<file path="config.mk">
export PLATFORM = sky130hd
export DESIGN_NAME = mvm_host_driver
export DESIGN_NICKNAME = d
export VERILOG_FILES = /design/src/rtl/mvm_host_driver.sv
export SDC_FILE = /design/constraint.sdc
export NUM_CORES = 1
export LEC_CHECK = 0
export ABC_AREA = 1
export CORE_MARGIN = 2
export CORE_UTILIZATION = 67
export CTS_CLUSTER_SIZE = 40
export DETAILED_ROUTE_END_ITERATION = 8
export PLACE_DENSITY = 0.92
export SYNTH_ARGS = -nofsm -noshare
export SYNTH_HDL_FRONTEND = slang
export SYNTH_SLANG_ARGS = --single-unit
</file>
<file path="constraint.sdc">
create_clock -name clk -period 7.9 [get_ports clk]
set_input_delay 1.58 -clock clk [delete_from_list [all_inputs] [get_ports clk]]
set_output_delay 1.58 -clock clk [all_outputs]
set_load 0.03 [all_outputs]
</file>
<file path="src/rtl/mvm_host_driver.sv">
// mvm_host_driver: buffers one operand job from a valid/ready stream, replays it into the
// multiplier as gap-free load bursts plus a start pulse, then streams the K results back out.
// Ports: clk, reset (sync, active-high); in_valid/in_ready/in_data/reuse_matrix upstream operands;
// mvm_load_matrix/mvm_load_vector/mvm_start/mvm_data/mvm_done/mvm_result multiplier side;
// out_valid/out_ready/out_data/out_last downstream results; busy (FSM not idle); timeout pulse.
module mvm_host_driver #(
    parameter int K       = 8,
    parameter int B       = 8,
    parameter int TIMEOUT = 256
) (
    input  logic           clk,
    input  logic           reset,
    input  logic           in_valid,
    output logic           in_ready,
    input  logic [B-1:0]   in_data,
    input  logic           reuse_matrix,
    output logic           mvm_load_matrix,
    output logic           mvm_load_vector,
    output logic           mvm_start,
    output logic [B-1:0]   mvm_data,
    input  logic           mvm_done,
    input  logic [2*B-1:0] mvm_result,
    output logic           out_valid,
    input  logic           out_ready,
    output logic [2*B-1:0] out_data,
    output logic           out_last,
    output logic           busy,
    output logic           timeout
);
    localparam int MM = K * K;
    localparam int N  = MM + K;
    localparam int AW = $clog2(N);
    localparam int CW = $clog2(N + TIMEOUT + 1);
    localparam int FW = (K > 1) ? $clog2(K) : 1;

    typedef enum logic [2:0] {IDLE, FILL, LOAD_M, LOAD_V, START, WAIT, COLLECT} state_t;

    state_t state, state_nx;
    logic [CW-1:0] cnt, cnt_nx, fill_idx, job_len;
    logic [B-1:0] op_buf [N];
    logic [2*B:0] res_fifo [K];
    logic [FW-1:0] rd_ptr, wr_ptr;
    logic [FW:0] fifo_cnt;
    logic [AW-1:0] wr_addr, rd_addr;
    logic matrix_valid, vec_only, vec_now, accept, pop, fifo_wr, set_mv, clr_mv;

    function automatic logic [FW-1:0] nxt(input logic [FW-1:0] p);
        return (p == FW'(K - 1)) ? '0 : p + 1'b1;
    endfunction

    assign in_ready = (state == IDLE) || (state == FILL);
    assign busy     = state != IDLE;
    assign accept   = in_valid & in_ready;
    assign out_valid = fifo_cnt != '0;
    assign pop       = out_valid & out_ready;
    assign {out_last, out_data} = out_valid ? res_fifo[rd_ptr] : '0;

    // In IDLE the counter may hold a stale value; the first word always lands at offset 0 of its job.
    assign fill_idx = (state == IDLE) ? '0 : cnt;
    assign vec_now  = (state == IDLE) ? (reuse_matrix & matrix_valid) : vec_only;
    assign job_len  = vec_now ? CW'(K) : CW'(N);
    // Vector-only jobs write behind the stored matrix so it survives for reuse.
    assign wr_addr  = (vec_now ? AW'(MM) : '0) + AW'(fill_idx);
    // Burst cycle 0 is the load pulse, so word i appears when cnt = i+1.
    assign rd_addr  = ((state == LOAD_V) ? AW'(MM) : '0) + AW'(cnt) - AW'(1);

    always_comb begin
        state_nx        = state;
        cnt_nx          = cnt;
        mvm_load_matrix = 1'b0;
        mvm_load_vector = 1'b0;
        mvm_start       = 1'b0;
        mvm_data        = '0;
        timeout         = 1'b0;
        fifo_wr         = 1'b0;
        set_mv          = 1'b0;
        clr_mv          = 1'b0;
        case (state)
            IDLE, FILL: begin
                if (accept) begin
                    state_nx = FILL;
                    cnt_nx   = fill_idx + 1'b1;
                    if (fill_idx + 1'b1 == job_len) begin
                        state_nx = vec_now ? LOAD_V : LOAD_M;
                        cnt_nx   = '0;
                    end
                end
            end
            LOAD_M: begin
                mvm_load_matrix = cnt == '0;
                mvm_data        = (cnt == '0) ? '0 : op_buf[rd_addr];
                cnt_nx          = cnt + 1'b1;
                if (cnt == CW'(MM)) begin
                    state_nx = LOAD_V;
                    cnt_nx   = '0;
                    set_mv   = 1'b1;
                end
            end
            LOAD_V: begin
                mvm_load_vector = cnt == '0;
                mvm_data        = (cnt == '0) ? '0 : op_buf[rd_addr];
                cnt_nx          = cnt + 1'b1;
                if (cnt == CW'(K)) begin
                    state_nx = START;
                    cnt_nx   = '0;
                end
            end
            START: begin
                // An empty FIFO guarantees room for all K results of this job.
                if (fifo_cnt == '0) begin
                    mvm_start = 1'b1;
                    state_nx  = WAIT;
                    cnt_nx    = '0;
                end
            end
            WAIT: begin
                cnt_nx = cnt + 1'b1;
                if (mvm_done) begin
                    state_nx = COLLECT;
                    cnt_nx   = '0;
                end else if (cnt == CW'(TIMEOUT - 1)) begin
                    timeout  = 1'b1;
                    clr_mv   = 1'b1;
                    state_nx = IDLE;
                    cnt_nx   = '0;
                end
            end
            COLLECT: begin
                fifo_wr = 1'b1;
                cnt_nx  = cnt + 1'b1;
                if (cnt == CW'(K - 1)) begin
                    state_nx = IDLE;
                    cnt_nx   = '0;
                end
            end
            default: state_nx = IDLE;
        endcase
    end

    always_ff @(posedge clk) begin
        if (reset) begin
            state <= IDLE;
            cnt   <= '0;
        end else begin
            state <= state_nx;
            cnt   <= cnt_nx;
        end
    end

    always_ff @(posedge clk) begin
        if (reset) begin
            matrix_valid <= 1'b0;
            vec_only     <= 1'b0;
        end else begin
            if (clr_mv)
                matrix_valid <= 1'b0;
            else if (set_mv)
                matrix_valid <= 1'b1;
            if (accept && state == IDLE)
                vec_only <= vec_now;
        end
    end

    always_ff @(posedge clk) begin
        if (accept)
            op_buf[wr_addr] <= in_data;
        if (fifo_wr)
            res_fifo[wr_ptr] <= {cnt == CW'(K - 1), mvm_result};
    end

    always_ff @(posedge clk) begin
        if (reset) begin
            rd_ptr   <= '0;
            wr_ptr   <= '0;
            fifo_cnt <= '0;
        end else begin
            if (fifo_wr)
                wr_ptr <= nxt(wr_ptr);
            if (pop)
                rd_ptr <= nxt(rd_ptr);
            fifo_cnt <= fifo_cnt + (FW + 1)'(fifo_wr) - (FW + 1)'(pop);
        end
    end
endmodule

</file>
==> results of run 1 <==
cell usage after synthesis, drive strengths merged (2+ instances only):
cell type,instances
edfxtp,712
nand2,497
nor2,317
nand3,295
o21ai,189
a21oi,140
buf,85
inv,76
clkbuf,70
a22oi,45
dfxtp,27
ha,25
o22ai,25
a31oi,19
o221ai,19
o211ai,18
nand4,8
xor2,7
a211oi,4
fa,2
nor3,2
nor3b,2
or2,2
flip-flops by register name, indices dropped and copies added, names as in the netlist, named ones only:
name and count:
fifo_cnt 4, wr_ptr 3, cnt 9, vec_only 1, op_buf 576, matrix_valid 1
res_fifo 136, rd_ptr 3, state 3
report_power, final:
part	total (mW)	switching [mW]	leakage, nW	internal (mW)
clock	3.28	1.49	1.07	1.79
combinational	2.08	1.49	3.87	0.588
sequential	4.36	0.0344	6.63	4.33
total	9.72	3.01	11.6	6.71
cells by family after synthesis:
| logic type | after synthesis | share of synthesized area (%) |
|---|---|---|
| AOI/OAI and AO/OA | 461 | 8.55 |
| xor gates and xnor gates | 8 | 0.229 |
| adders and majority gates | 27 | 1.15 |
| buffers and inverters | 232 | 3.20 |
| DFF | 739 | 71.5 |
| and+or+nand+nor | 1124 | 15.4 |
final timing paths:
| check | to | startpoint |
|---|---|---|
| worst min register to register | rd_ptr[1] | rd_ptr[1] |
| worst max register to register | op_buf[56][7] | cnt[0] |
| worst min-delay path | rd_ptr[1] | rd_ptr[1] |
| worst max-delay path | mvm_data[2] | cnt[0] |
worst max-delay path, stage by stage, from the launching register on:
cell and delay [ps]:
dfxtp_4 790, inv_8 370, ha_4 390, inv_4 520, buf_4 460, a21oi_1 100, a22oi_1 260, nand2_1 140
nand3_1 140, o211ai_1 110, nand3_1 160, nand2_1 130, a21oi_1 320, clkdlybuf4s50_1 770
final cells by class:
class / instances / area [sq um]
timing repair buffer: 91 / 833
inverter: 77 / 299
sequential: 739 / 21900
fill: 2401 / 11500
clock inverter: 40 / 338
clock buffer: 87 / 1860
tap: 600 / 751
multi-input combinational: 1620 / 7780
routing by layer:
layer	up-vias	track usage [%]
met1	10440	43.1
met5	-	0
met4	0	19.6
met2	2222	55.8
met3	496	7.66
li1	9317	-
stage by stage:
stage	utilization, %	cells
after floorplan	-	2591
after global placement	69.8	3127
after detailed placement	69.8	3127
after CTS	74.6	3254
after global routing	74.6	3254
final	74.6	3254
==> reports/qor.yml, run 1 <==
yosys:
  ys_seq_area_share_pct: 71.5
  yosysWarnings: 0
  yosysTopAreaCellShare_pct: 69.7
  ys_async_sr_fraction_pct: 0
  ys_types: 40
  syn_area_sq_um: 30700
  syn_area_per_cell_sq_um: 11.8
  syn_nets: 2648
  synthCells: 2591
  synth.area.top_cells: "edfxtp_1 (70%), nand2_1 (6.0%), nand3_1 (4.7%), nor2_1 (3.8%), o21ai_0 (3.0%)"
  synth_ff_type: "edfxtp_1"
  yosys.area.top_type: "edfxtp_1"
  ys_ff_latch: 739
  synth_edf_count: 712
cts:
  insertion_delay_ps: 650
  cts_buffers: 71
  clk_pin_slew_worst_paths_ps: 60
  cts_setup_buffers: 0
  cts_hold_buf: 0
  clockBufferDepth: 3
  cts-root-buf: "clkbuf_16"
  cts_sinks: 739
  htree_levels: 3
  ctsResizeCount: 0
  cts_tree: "yes"
detailed_routing:
  post_drt_wl_per_cell_microns: 25.1
  ant_nets: 0
  wl_met1_mm: 25.9
  drc: 1
  first_iter_violations: 4523
  via_count: 22475
  wl_met3_mm: 11.3
  top_layer_used: "met4"
  wl_met2_mm: 39.0
  routed_wl_mm: 81.5
  via_per_inst: 6.91
  first_pass_iters: 9
timing:
  fmax_mhz: 143
  finClkSkew_ps: 43.2
  finalSetupViolCount: 0
  tightest_slew_ps: 1340
  finalCritPeriodShare_pct: 88.3
  tns_ps: 0
  setup_ws_ps: 923
  holdWs_ps: 518
  finalCriticalPeriod_ps: 6980
  final_hold_viol_count: 0
  max-slew-margin-rel_pct: 10.9
  drv_slew: 0
  rsz0062_at_grt: "no"
power_and_ir_drop:
  p_total_mw: 9.72
  vdd_drop_max_mv: 0.229
  powerDensity_nw_per_um2: 288
  leakage_nw: 11.6
critical_path:
  r2r_slack_ps: 3310
  cp_data_required_time_ps: 6320
  cp_data_arrival_time_ps: 5400
  end_kind: "primary output"
  start_kind: "flop"
  critPathKind: "flop to primary output"
  path_max_fanout: 110
  reg2regPathDepth: 6
global_route:
  grt_pass1_vias: 21618
  grt_pass1_wl_mm: 123
  grt_use_total_pct: 34.4
  grt_start_max_net_pins: 243
  grt-ovfl-total: 0
  antenna_found_initial: 0
final_layout:
  fin_area_sq_um: 33800
  finalNetCount: 2657
  syn_to_final_growth_pct: 10.2
  mostFrequentLayoutCells: "edfxtp_1 (712), nand2_1 (492), nor2_1 (308), nand3_1 (290), o21ai_0 (184)"
  mostFrequentLayoutCell: "edfxtp_1"
  antennaDiodeCount: 0
  layout-drive-gt1-share_pct: 6.44
die:
  die_y_microns: 218
  rows: 78
  die-area_sq_um: 47500
  chipWidth_microns: 218
  io-pin-count: 62
  core_sq_um: 45300
  initial_core_util_pct: 67.7
place:
  placed_area_sq_um: 31600
  port_buffers: 61
  detailed_place_hpwl_mm: 42.3
  gp_congestion: 0.957
  dp_slack_ps: 1920
flow_run:
  max_cap_viol_count: 0
status:
  violations: "design-rule violations"
  status: "complete, but fails checks"
hold_path:
  hold_depth: 2
  hp-class: "flop to flop"
(Power assumes the default switching activity.)
==> inputs of run 2 (changes only) <==
--- a/config.mk
+++ b/config.mk
@@ -6,11 +6,13 @@
 export NUM_CORES = 1
 export LEC_CHECK = 0
 export ABC_AREA = 1
+export CELL_PAD_IN_SITES_DETAIL_PLACEMENT = 1
+export CELL_PAD_IN_SITES_GLOBAL_PLACEMENT = 2
 export CORE_MARGIN = 2
-export CORE_UTILIZATION = 67
+export CORE_UTILIZATION = 35
 export CTS_CLUSTER_SIZE = 40
 export DETAILED_ROUTE_END_ITERATION = 8
-export PLACE_DENSITY = 0.92
+export PLACE_DENSITY = 0.73
 export SYNTH_ARGS = -nofsm -noshare
 export SYNTH_HDL_FRONTEND = slang
 export SYNTH_SLANG_ARGS = --single-unit
==> run 2 against run 1 <==
  * The flow now finishes without violations
  * Sequential power hardly changed
  * Sequential share of layout area down 2.0 points
  * Worst setup slack better by 350 ps
  * Worst hold slack got worse by 2.1 ps
  * Final area is 3.2% higher
  * Largest cell class unchanged
  * Highest routed layer unchanged
  * Count of clock-buffer cells in the layout increased by 15
==> reports/qor.yml, run 2 (synthesized netlist as in run 1, its figures left out) <==
timing:
  finalCritPeriodShare_pct: 83.9
  final_hold_viol_count: 0
  finClkSkew_ps: 41.2
  rsz0062_at_grt: "no"
  max-slew-margin-rel_pct: 18.2
  tns_ps: 0
  tightest_slew_ps: 1220
  fmax_mhz: 151
  drv_slew: 0
  finalCriticalPeriod_ps: 6630
  finalSetupViolCount: 0
cts:
  clockBufferDepth: 3
  cts_setup_buffers: 0
  cts_buffers: 81
  cts-root-buf: "clkbuf_16"
  cts_tree: "yes"
  ctsResizeCount: 0
  cts_hold_buf: 0
  htree_levels: 3
  insertion_delay_ps: 650
  cts_sinks: 739
  clk_pin_slew_worst_paths_ps: 60
final_layout:
  top_regs: "op_buf x576, res_fifo x136, cnt x9"
  layout-drive-gt1-share_pct: 7.30
  mostFrequentLayoutCells: "edfxtp_1 (712), nand2_1 (492), nor2_1 (308), nand3_1 (290), o21ai_0 (184)"
  syn_to_final_growth_pct: 13.7
  finalNetCount: 2675
  top_register: "op_buf"
  antennaDiodeCount: 0
  mostFrequentLayoutCell: "edfxtp_1"
  largest_reg_flops: 576
critical_path:
  crit_end: "mvm_data[3]"
  reg2regPathDepth: 8
  r2r_slack_ps: 4020
  cp_data_required_time_ps: 6320
  timing.rr.end: "op_buf[65][4]"
  rr_startpoint: "state[2]"
  cp_data_arrival_time_ps: 5050
  critPathKind: "flop to primary output"
  startpoint: "cnt[2]"
  path_max_fanout: 33
  start_kind: "flop"
  end_kind: "primary output"
hold_path:
  hp-class: "flop to flop"
  hold_depth: 2
  holdCritStartpoint: "rd_ptr[1]"
die:
  die-area_sq_um: 90000
  die_y_microns: 300
  initial_core_util_pct: 35.3
  io-pin-count: 62
  chipWidth_microns: 300
  core_sq_um: 86800
  rows: 108
detailed_routing:
  via_per_inst: 5.32
  drc: 0
  first_pass_iters: 5
  ant_nets: 0
  routed_wl_mm: 89.8
  via_count: 20426
  post_drt_wl_per_cell_microns: 23.4
  first_iter_violations: 1451
global_route:
  grt-ovfl-total: 0
  antenna_found_initial: 0
  grt_pass1_wl_mm: 137
  grt_use_total_pct: 19.9
  grt_start_max_net_pins: 219
  grt_pass1_vias: 21543
power_and_ir_drop:
  vdd_drop_max_mv: 0.212
  leakage_nw: 11.8
  powerDensity_nw_per_um2: 289
  p_total_mw: 10.1
place:
  gp_congestion: 0.765
  port_buffers: 61
  detailed_place_hpwl_mm: 51.9
status:
  status: "complete, no violations"
flow_run:
  max_cap_viol_count: 0
==> run 2: critical path: stages (launching register included) <==
cell and delay, ps:
dfxtp_1 620, inv_1 270, ha_1 440, xor2_4 180
buf_4 270, inv_1 910, nand3_1 170, nand3_1 150
nand3_1 200, a21oi_1 420, nor2_1 100, clkdlybuf4s50_1 620
==> run 2: metrics by stage <==
stage / hold WS (ps) / cell area [sq um] / cells / worst slack, ps / util (%)
2_1_floorplan: 462 / 30700 / 2591 / 3470 / -
3_3_place_gp: 488 / 32300 / 3690 / 1950 / 37.3
5_1_grt: 548 / 34900 / 3839 / 957 / 40.2
6_report: 516 / 34900 / 3839 / 1270 / 40.2
4_1_cts: 517 / 34900 / 3839 / 1250 / 40.2
3_5_place_dp: 503 / 32300 / 3690 / 1940 / 37.3
==> run 2: power breakdown <==
| part | switching [mW] | total [mW] | internal (mW) | leakage, nW |
|---|---|---|---|---|
| registers | 0.0232 | 4.35 | 4.33 | 6.63 |
| logic | 1.49 | 2.08 | 0.594 | 3.91 |
| clock network | 1.61 | 3.64 | 2.03 | 1.23 |
| total | 3.12 | 10.1 | 6.95 | 11.8 |
==> run 2: worst min-delay path by stage <==
stage	endpoint
after floorplan	flop
after global placement	rd_ptr[1]
after detailed placement	rd_ptr[1]
after CTS	rd_ptr[1]
after global routing	flop
final	rd_ptr[1]
==> run 2: per-layer routing <==
metal	global-route usage (%)	share of wire, %	wire length (microns)	vias up
li1	-	-	-	9377
met1	27.1	45	40500	10522
met2	33.5	49	43800	408
met3	2.65	4.1	3660	119
met4	5.18	2.1	1860	0
met5	0	0	0	-
==> run 2: cell type report <==
type	count	area [sq um]
sequential	739	21900
timing repair buffer	99	881
fill	9285	51900
clock inverter	47	397
inverter	77	299
clock buffer	102	2130
multi-input combinational	1620	7790
tap	1155	1450
